$ cat src/rtl/poseidon_stream_adapter.sv
// Stream adapter between a packed {last, element} stream and the Poseidon core.
// Captures a per-message tag on the first beat, queues it in an in-order tag
// FIFO on the last beat, and reattaches it to each core result through a
// registered 2-entry skid buffer. Flags core results that arrive with no tag.
module poseidon_stream_adapter #(
    parameter int DATA_W         = 256,
    parameter int TAG_W          = 8,
    parameter int DEPTH          = 4,
    parameter int LAST_FROM_CORE = 0
) (
    input  logic                       clk,
    input  logic                       reset,
    input  logic                       s_valid,
    output logic                       s_ready,
    input  logic [DATA_W-1:0]          s_data,
    input  logic [TAG_W-1:0]           s_tag,
    output logic                       core_in_valid,
    input  logic                       core_in_ready,
    output logic                       core_in_last,
    output logic [DATA_W-2:0]          core_in_payload,
    input  logic                       core_out_valid,
    output logic                       core_out_ready,
    input  logic                       core_out_last,
    input  logic [DATA_W-2:0]          core_out_payload,
    output logic                       m_valid,
    input  logic                       m_ready,
    output logic [DATA_W-1:0]          m_data,
    output logic [TAG_W-1:0]           m_tag,
    output logic [$clog2(DEPTH+1)-1:0] outstanding,
    output logic                       err_orphan
);

    localparam int CNT_W = $clog2(DEPTH + 1);
    localparam int PTR_W = $clog2(DEPTH);

    // Tag FIFO state
    logic [TAG_W-1:0] tag_mem_q [DEPTH];
    logic [TAG_W-1:0] tag_mem_d [DEPTH];
    logic [PTR_W-1:0] wr_ptr_q, wr_ptr_d;
    logic [PTR_W-1:0] rd_ptr_q, rd_ptr_d;
    logic [CNT_W-1:0] count_q, count_d;

    // Message tracking state
    logic             first_beat_q, first_beat_d;
    logic [TAG_W-1:0] held_tag_q, held_tag_d;
    logic             err_orphan_q, err_orphan_d;

    // Skid buffer: head drives the outputs, spare absorbs one extra result
    logic [1:0]        occ_q, occ_d;
    logic [DATA_W-1:0] head_data_q, head_data_d, spare_data_q, spare_data_d;
    logic [TAG_W-1:0]  head_tag_q, head_tag_d, spare_tag_q, spare_tag_d;

    logic              fifo_full, fifo_empty, blk;
    logic              s_fire, push, pop, out_fire, skid_has_space;
    logic [TAG_W-1:0]  tag_use;
    logic [DATA_W-1:0] res_data;
    logic [TAG_W-1:0]  res_tag;

    // Handshake, tag selection and result formatting; full/empty from registered state only
    always_comb begin
        fifo_full       = (count_q == CNT_W'(DEPTH));
        fifo_empty      = (count_q == '0);
        blk             = s_data[DATA_W-1] & fifo_full;
        core_in_valid   = s_valid & ~blk;
        s_ready         = core_in_ready & ~blk;
        core_in_last    = s_data[DATA_W-1];
        core_in_payload = s_data[DATA_W-2:0];
        s_fire          = s_valid & s_ready;
        push            = s_fire & s_data[DATA_W-1];
        tag_use         = first_beat_q ? s_tag : held_tag_q;
        skid_has_space  = (occ_q != 2'd2);
        core_out_ready  = ~fifo_empty & skid_has_space;
        pop             = core_out_valid & core_out_ready;
        res_data        = {((LAST_FROM_CORE != 0) ? core_out_last : 1'b1), core_out_payload};
        res_tag         = tag_mem_q[rd_ptr_q];
        m_valid         = (occ_q != 2'd0);
        m_data          = head_data_q;
        m_tag           = head_tag_q;
        out_fire        = m_valid & m_ready;
        outstanding     = count_q;
        err_orphan      = err_orphan_q;
    end

    // Next state for tag FIFO, first-beat tracking and orphan flag
    always_comb begin
        tag_mem_d    = tag_mem_q;
        wr_ptr_d     = wr_ptr_q;
        rd_ptr_d     = rd_ptr_q;
        count_d      = count_q;
        first_beat_d = first_beat_q;
        held_tag_d   = held_tag_q;
        err_orphan_d = err_orphan_q | (core_out_valid & fifo_empty);
        if (s_fire) begin
            first_beat_d = s_data[DATA_W-1];
            if (first_beat_q) held_tag_d = s_tag;
        end
        if (push) begin
            tag_mem_d[wr_ptr_q] = tag_use;
            wr_ptr_d            = wr_ptr_q + 1'b1;
        end
        if (pop) rd_ptr_d = rd_ptr_q + 1'b1;
        case ({push, pop})
            2'b10:   count_d = count_q + 1'b1;
            2'b01:   count_d = count_q - 1'b1;
            default: count_d = count_q;
        endcase
    end

    // Next state for the skid buffer; pop cannot occur while occ_q == 2
    always_comb begin
        occ_d        = occ_q;
        head_data_d  = head_data_q;
        head_tag_d   = head_tag_q;
        spare_data_d = spare_data_q;
        spare_tag_d  = spare_tag_q;
        case (occ_q)
            2'd0: begin
                if (pop) begin
                    head_data_d = res_data;
                    head_tag_d  = res_tag;
                    occ_d       = 2'd1;
                end
            end
            2'd1: begin
                if (pop && out_fire) begin
                    head_data_d = res_data;
                    head_tag_d  = res_tag;
                end else if (pop) begin
                    spare_data_d = res_data;
                    spare_tag_d  = res_tag;
                    occ_d        = 2'd2;
                end else if (out_fire) begin
                    occ_d = 2'd0;
                end
            end
            default: begin
                if (out_fire) begin
                    head_data_d = spare_data_q;
                    head_tag_d  = spare_tag_q;
                    occ_d       = 2'd1;
                end
            end
        endcase
    end

    // State registers with asynchronous active-low reset
    always_ff @(posedge clk or negedge reset) begin
        if (!reset) begin
            for (int unsigned i = 0; i < DEPTH; i++) tag_mem_q[i] <= '0;
            wr_ptr_q     <= '0;
            rd_ptr_q     <= '0;
            count_q      <= '0;
            first_beat_q <= 1'b1;
            held_tag_q   <= '0;
            err_orphan_q <= 1'b0;
            occ_q        <= 2'd0;
            head_data_q  <= '0;
            head_tag_q   <= '0;
            spare_data_q <= '0;
            spare_tag_q  <= '0;
        end else begin
            tag_mem_q    <= tag_mem_d;
            wr_ptr_q     <= wr_ptr_d;
            rd_ptr_q     <= rd_ptr_d;
            count_q      <= count_d;
            first_beat_q <= first_beat_d;
            held_tag_q   <= held_tag_d;
            err_orphan_q <= err_orphan_d;
            occ_q        <= occ_d;
            head_data_q  <= head_data_d;
            head_tag_q   <= head_tag_d;
            spare_data_q <= spare_data_d;
            spare_tag_q  <= spare_tag_d;
        end
    end

endmodule

$ cat config.mk
export PLATFORM = sky130hd
export DESIGN_NAME = poseidon_stream_adapter
export DESIGN_NICKNAME = d
export VERILOG_FILES = /design/src/rtl/poseidon_stream_adapter.sv
export SDC_FILE = /design/constraint.sdc
export NUM_CORES = 1
export LEC_CHECK = 0
export ABC_AREA = 1
export ABC_CLOCK_PERIOD_IN_PS = 1900
export BUFFER_PORTS_ARGS = -buffer_cell sky130_fd_sc_hd__buf_2
export CELL_PAD_IN_SITES_DETAIL_PLACEMENT = 0
export CELL_PAD_IN_SITES_GLOBAL_PLACEMENT = 1
export CORE_AREA = 2 2 412 414
export CTS_CLUSTER_SIZE = 40
export DETAILED_ROUTE_END_ITERATION = 10
export DIE_AREA = 0 0 414 416
export GPL_ROUTABILITY_DRIVEN = 1
export HOLD_SLACK_MARGIN = 0.05
export PLACE_DENSITY = 0.52
export SYNTH_ARGS = -nofsm -noshare
export SYNTH_HDL_FRONTEND = slang
export SYNTH_SLANG_ARGS = --single-unit
$ cat constraint.sdc
create_clock -name clk -period 1.9 [get_ports clk]
set_clock_uncertainty 0.2 [all_clocks]
set_input_delay 0 -clock clk [delete_from_list [all_inputs] [get_ports clk]]
set_output_delay 0 -clock clk [all_outputs]
set_load 0.05 [all_outputs]
Yosys cells after proc, flatten, opt, wreduce, memory -nomap -nowiden
Index checks and enable logic that the tools add are counted.
{ "classes": {"n_lt_le_gt_ge": 3, "add_sub_neg": 4, "reduce_logical": 10, "muxes": 22, "eq_ne": 9, "bitwise": 15} }
{ "ops": {"columns": ["operator", "count"], "rows": [
  ["two-way mux 256 bit", 3],
  ["case mux 256 bit (2 select lines)", 1],
  ["two-way mux 8 bit", 7],
  ["bitwise mux 32 bit", 1],
  ["binary-select mux 8 bit (select 2 bit)", 1],
  ["demux 8 bit (select 2 bit)", 1],
  ["case mux 8 bit (2 select lines)", 1],
  ["two-way mux 2 bit", 5],
  ["bitwise AND 1 bit", 9],
  ["inequality test 2 bit, second input constant", 4],
  ["greater-or-equal comparator 3 bit, second input constant", 2],
  ["NOT 2 -> 3 bit", 2],
  ["case mux 3 bit (2 select lines)", 1],
  ["AND reduction 3 bit", 2],
  ["adder 2 x 1 -> 2 bit, second input constant", 2],
  ["== test 2 x 1 -> 1 bit, second input constant", 2],
  ["case mux 2 bit (2 select lines)", 1],
  ["AND reduction 4 bit", 1],
  ["nonzero test 2 bit", 2],
  ["adder 3 x 1 -> 3 bit, second input constant", 1],
  ["== test 3 bit, second input constant", 1],
  ["logical NOT 3 bit", 1],
  ["< comparator 3 x 1 -> 1 bit, second input constant", 1],
  ["inequality test 3 bit, second input constant", 1],
  ["7 further kinds", 10]
]} }
{ "totals": {"out_inout_bits": 528, "word_cells": 78, "inputBits": 526, "reg_bits": 579} }

Longest topological paths before layout
{ "logic_depth": {"depth_word": 8, "mapped_depth": 10, "mapped_depth_nobuf": 10} }

Least setup slack after synthesis
Ideal clock, no wire load.
{ "synth_timing": {"path_kind": "reg-to-reg", "startpoint": "reg count_q[2], in the netlist outstanding[2]", "endpoint": "reg count_q[2], in the netlist outstanding[2]", "required_time_ns": 1.569, "path_stages_with_launch": 11, "setup_slack_ns": -0.433, "t_arrival_ns": 2.002, "period_less_slack_ns": 2.333, "path_cell_list": "dfrtp_1 -> inv_1 -> nand2_2 -> nand3_4 -> inv_2 -> ha_1 -> inv_1 -> fa_1 -> a21oi_1 -> o21ai_0 -> xor2_1"} }
{ "synth_rtl": {"columns": ["element", "line", "rtl"], "rows": [
  ["start, declared", "41", "logic [CNT_W-1:0] count_q, count_d;"],
  ["start signal, assigned", "165", "count_q <= count_d;"],
  ["logical NOT 3 bit (*)", "62", "fifo_empty = (count_q == '0);"],
  ["NOT 1 bit (*)", "72", "core_out_ready = ~fifo_empty & skid_has_space;"],
  ["bitwise AND 1 bit (*)", "72", null],
  ["bitwise AND 1 bit (*)", "73", "pop = core_out_valid & core_out_ready;"],
  ["named net pop", "54", "logic s_fire, push, pop, out_fire, skid_has_space;"],
  ["== test 2 x 1 -> 1 bit / == test 2 bit (equally long branches)", "102", "case ({push, pop})"],
  ["case mux 3 bit (2 select lines) / nonzero test 2 bit (equally long branches)", null, null]
]} }
Mark *: on every way through the listed nets, which the timed path passes. The rest lies on a longest branch.
A chain may end at the register's enable or synchronous reset.

Worst setup path after layout
{ "layout_timing": {"startpoint": "reg occ_q[1]", "endpoint": "reg spare_data_q[63]"} }
{ "layout_between": {"elab_chain_cells": 6} }
{ "layout_lines": {"columns": ["element", "line", "rtl"], "rows": [
  ["start, declared", "49", "logic [1:0] occ_q, occ_d;"],
  ["start signal, assigned", "156", "occ_q <= 2'd0;"],
  ["start signal, assigned", "169", "occ_q <= occ_d;"],
  ["inequality test 2 bit", "71", "skid_has_space = (occ_q != 2'd2);"],
  ["bitwise AND 1 bit", "72", null],
  ["bitwise AND 1 bit", "73", null],
  ["logical AND 1 bit", "125", "if (pop && out_fire) begin"],
  ["NOT 1 bit (no line)", null, null],
  ["AND reduction 3 bit (no line) (*)", null, null],
  ["end signal, assigned", "172", "spare_data_q <= spare_data_d;"],
  ["end, declared", "50", "logic [DATA_W-1:0] head_data_q, head_data_d, spare_data_q, spare_data_d;"]
]} }
Mark *: on every way between the ends. The rest lies on a longest branch, timed or not.

==> qor.txt <==
status: finished with violations
failing checks: setup timing
syn_area_per_cell: 7.573 um2
Routed wire per std cell: 18.17 um
row cnt: 151
finished layout cell area: 46080 um2
pin count of the biggest net entering global routing: 63
post-synthesis xor/xnor area fraction: 0.1568%
drt pass-1 iters: 5
Post-Synth Simple-Gate Area: 36.47%
largest family of logic cells by synthesized area: simple AND/OR/NAND/NOR gates
Clock Latency Late Sink: 0.67 ns
Yosys cell types: 28
GP Congestion: 0.7806
Mapped Area: 27920 um2
aggregate global routing overflow: 0
syn nets: 4219
M3 GR Usage: 2.378%
CP Launch Type: flip-flop
CTS H-Tree Depth: 3
DIE HEIGHT: 416 um
layout net count: 5454
compound-cell area share of the yosys netlist: 0.2106%
Detail Placement HPWL: 80.15 mm
GR Layer Usage met1: 16.72%
Max FO, Critical Path: 7
TritonCTS Sinks: 579
Setup WS post-layout: -0.1911 ns
slew at the pin with the worst max-slew slack: 0.6456 ns
Clock Path Buffers: 3
Via density: 3.879
area delta synth->final: 65.05%
FF+latch count, synth: 579
drt initial violations: 1732
Clock transition at path regs: 0.06 ns
Power, Total: 0.07504 W
DRT antenna net count: 0
Mapped Cells: 3687
GRT Util Overall: 13.54%
cell type group with the largest total delay on the critical path: buffers and inverters
placed cell areas: 32770 um2
CTS tree: done
min-delay worst type: in -> reg
number of global-route vias before repair: 27404
commonest non-fill, non-tap cells in the layout: 2094 x nand2_1, 787 x dlygate4sd3_1, 574 x dfrtp_1
met2 usage: 23.81%
number of max-cap violations: 0
Max Freq: 478.2 MHz
post-layout min period: 2.091 ns
pwr dens: 1628 nW/um2
slowest cell on the critical path: dfrtp_4
Starting Density: 16.60%
DRC: 0
CP required: 2.30 ns
Synth Area in Adders: 0.2958%
final setup vio count: 513
Post-synth EDFFs: 0
final period utilization: 110.1%
Pleak: 24.08 nW
layout cells sized above 1: 23.84%
total routed wirelength: 131.0 mm
CTS Root Cell: clkbuf_16
commonest non-fill, non-tap cell in the layout: nand2_1
mux cell area share after synthesis: 0%
Arr. time, crit path: 2.49 ns
final hold vios: 0
synth warn: 0
initial antenna violation count: 10
I/O pin total: 1054
register area share after synthesis: 51.90%
Setup crit end kind: flip-flop
grt peak-use layer: met2
DR vias: 27961
Die Area: 172200 um2
critical path's largest stage delay: 0.51 ns
Main synth FF type: dfrtp_1
setup repair after global routing missed its margin: yes
IO buf count: 542
Peak VDD IR: 0.0009446 V
core area: 168100 um2
Die W: 414 um
Slew HR: 56.82%
Critical Path, Cell by Cell: buf_6 -> inv_8 -> nand4_1 -> nor2_4 -> buf_6 -> buf_8 -> clkbuf_16 -> clkbuf_16 -> nand2_2 -> nand2_1
Setup CP Type: reg -> reg
Slew Viols, Final: 0
worst path bufs/invs: 6
CTS buffer count: 78
Async S/R FF share, synth: 100.0%
first-pass GRT wire length: 179.1 mm
[worst register-to-register path, cell delays in order (launching register included)]
cell and delay [ns]:
dfrtp_4 0.51, buf_6 0.14, inv_8 0.04, nand4_1 0.17, nor2_4 0.18, buf_6 0.14, buf_8 0.14, clkbuf_16 0.21
clkbuf_16 0.20, nand2_2 0.05, nand2_1 0.05
[power by group]
| group | switching (W) | leakage [nW] | internal (W) |
|---|---|---|---|
| combinational | 0.0261 | 15.6 | 0.0124 |
| clock | 0.00608 | 1.24 | 0.00876 |
| sequential | 0.00360 | 7.25 | 0.0181 |
| total | 0.0358 | 24.1 | 0.0392 |
[synthesized netlist by cell type, types with 3 or more instances]
library cell / count / area (um2)
xor2_1: 4 / 35.03
ha_1: 5 / 62.56
a21oi_1: 6 / 30.03
inv_2: 5 / 18.77
buf_6: 8 / 90.09
inv_1: 14 / 52.55
nand2_1: 2290 / 8596
dfrtp_1: 578 / 14460
buf_2: 141 / 705.7
clkbuf_1: 38 / 142.6
nor2_1: 10 / 37.54
nand3_1: 281 / 1406
buf_4: 268 / 2012
o21ai_0: 4 / 20.02
and2_1: 11 / 68.82
nand2_2: 3 / 18.77
buf_1: 9 / 33.78
[stage by stage]
step	TNS (ns)	worst slack, ns	util (%)	hold WS, ns	std cells
after global placement	-21.71	-0.1307	19.49	-0.2597	6183
after detailed placement	-37.89	-0.1942	19.49	-0.2506	6183
after CTS	-52.30	-0.1638	26.02	-0.4624	7134
after global routing	-103.20	-0.2829	27.40	0.08430	7205
final	-47.66	-0.1911	27.41	0.1176	7208
after floorplan	-0.2285	-0.1643	-	-0.4956	3687
[kinds of logic after synthesis]
kind of cell,after synthesis
flip-flops,579
AND/OR/NAND/NOR,2601
XOR/XNOR,5
buffers and inverters,485
adder cells (fa/ha/maj),6
AO/OA/AOI/OAI,11
[final cells by class]
class	count	area, um2
antenna	12	30.03
clock buffer	113	2256
clock inverter	23	244.0
fill	18263	122100
inverter	21	96.34
multi-input combinational	2623	11350
sequential	579	14500
tap	2218	2775
timing repair buffer	1619	14830
[timing repair]
action                                   CTS  global route
hold buffers                             787             1
pin swaps                                 10            97
gates cloned                               6            48
resized for setup                         62           311
endpoints found under the setup margin   484           567
buffers inserted                          22            20
endpoints found under the hold margin   1405            57
[metal layers]
metal / share of wire, % / wire (um)
met4: 2.5 / 3282
met1: 42 / 55440
met5: 0 / 0
met3: 4.5 / 5830
met2: 51 / 66410
[state kept, by name, summed over array words and instances, names as in the netlist, 2 cells and up]
signal        count
rd_ptr_q          2
m_tag             8
wr_ptr_q          2
held_tag_q        8
m_data          256
occ_q             2
spare_tag_q       8
outstanding       3
spare_data_q    256
tag_mem_q        32
[final timing paths]
| path | from | endpoint | slack [ns] | cells past startpoint |
|---|---|---|---|---|
| max in group asynchronous | reset | tag_mem_q[7] | 0.33 | 6 |
| min | core_out_payload[174] | m_data[174] | 0.12 | 6 |
| min reg2reg | m_data[55] | m_data[55] | 0.26 | 2 |
| max reg2reg | occ_q[1] | spare_data_q[63] | -0.19 | 10 |
| min in group asynchronous | reset | spare_data_q[111] | 0.37 | 4 |
| max | occ_q[1] | spare_data_q[63] | -0.19 | 10 |
Note: power is estimated with default switching activity, not from simulation.
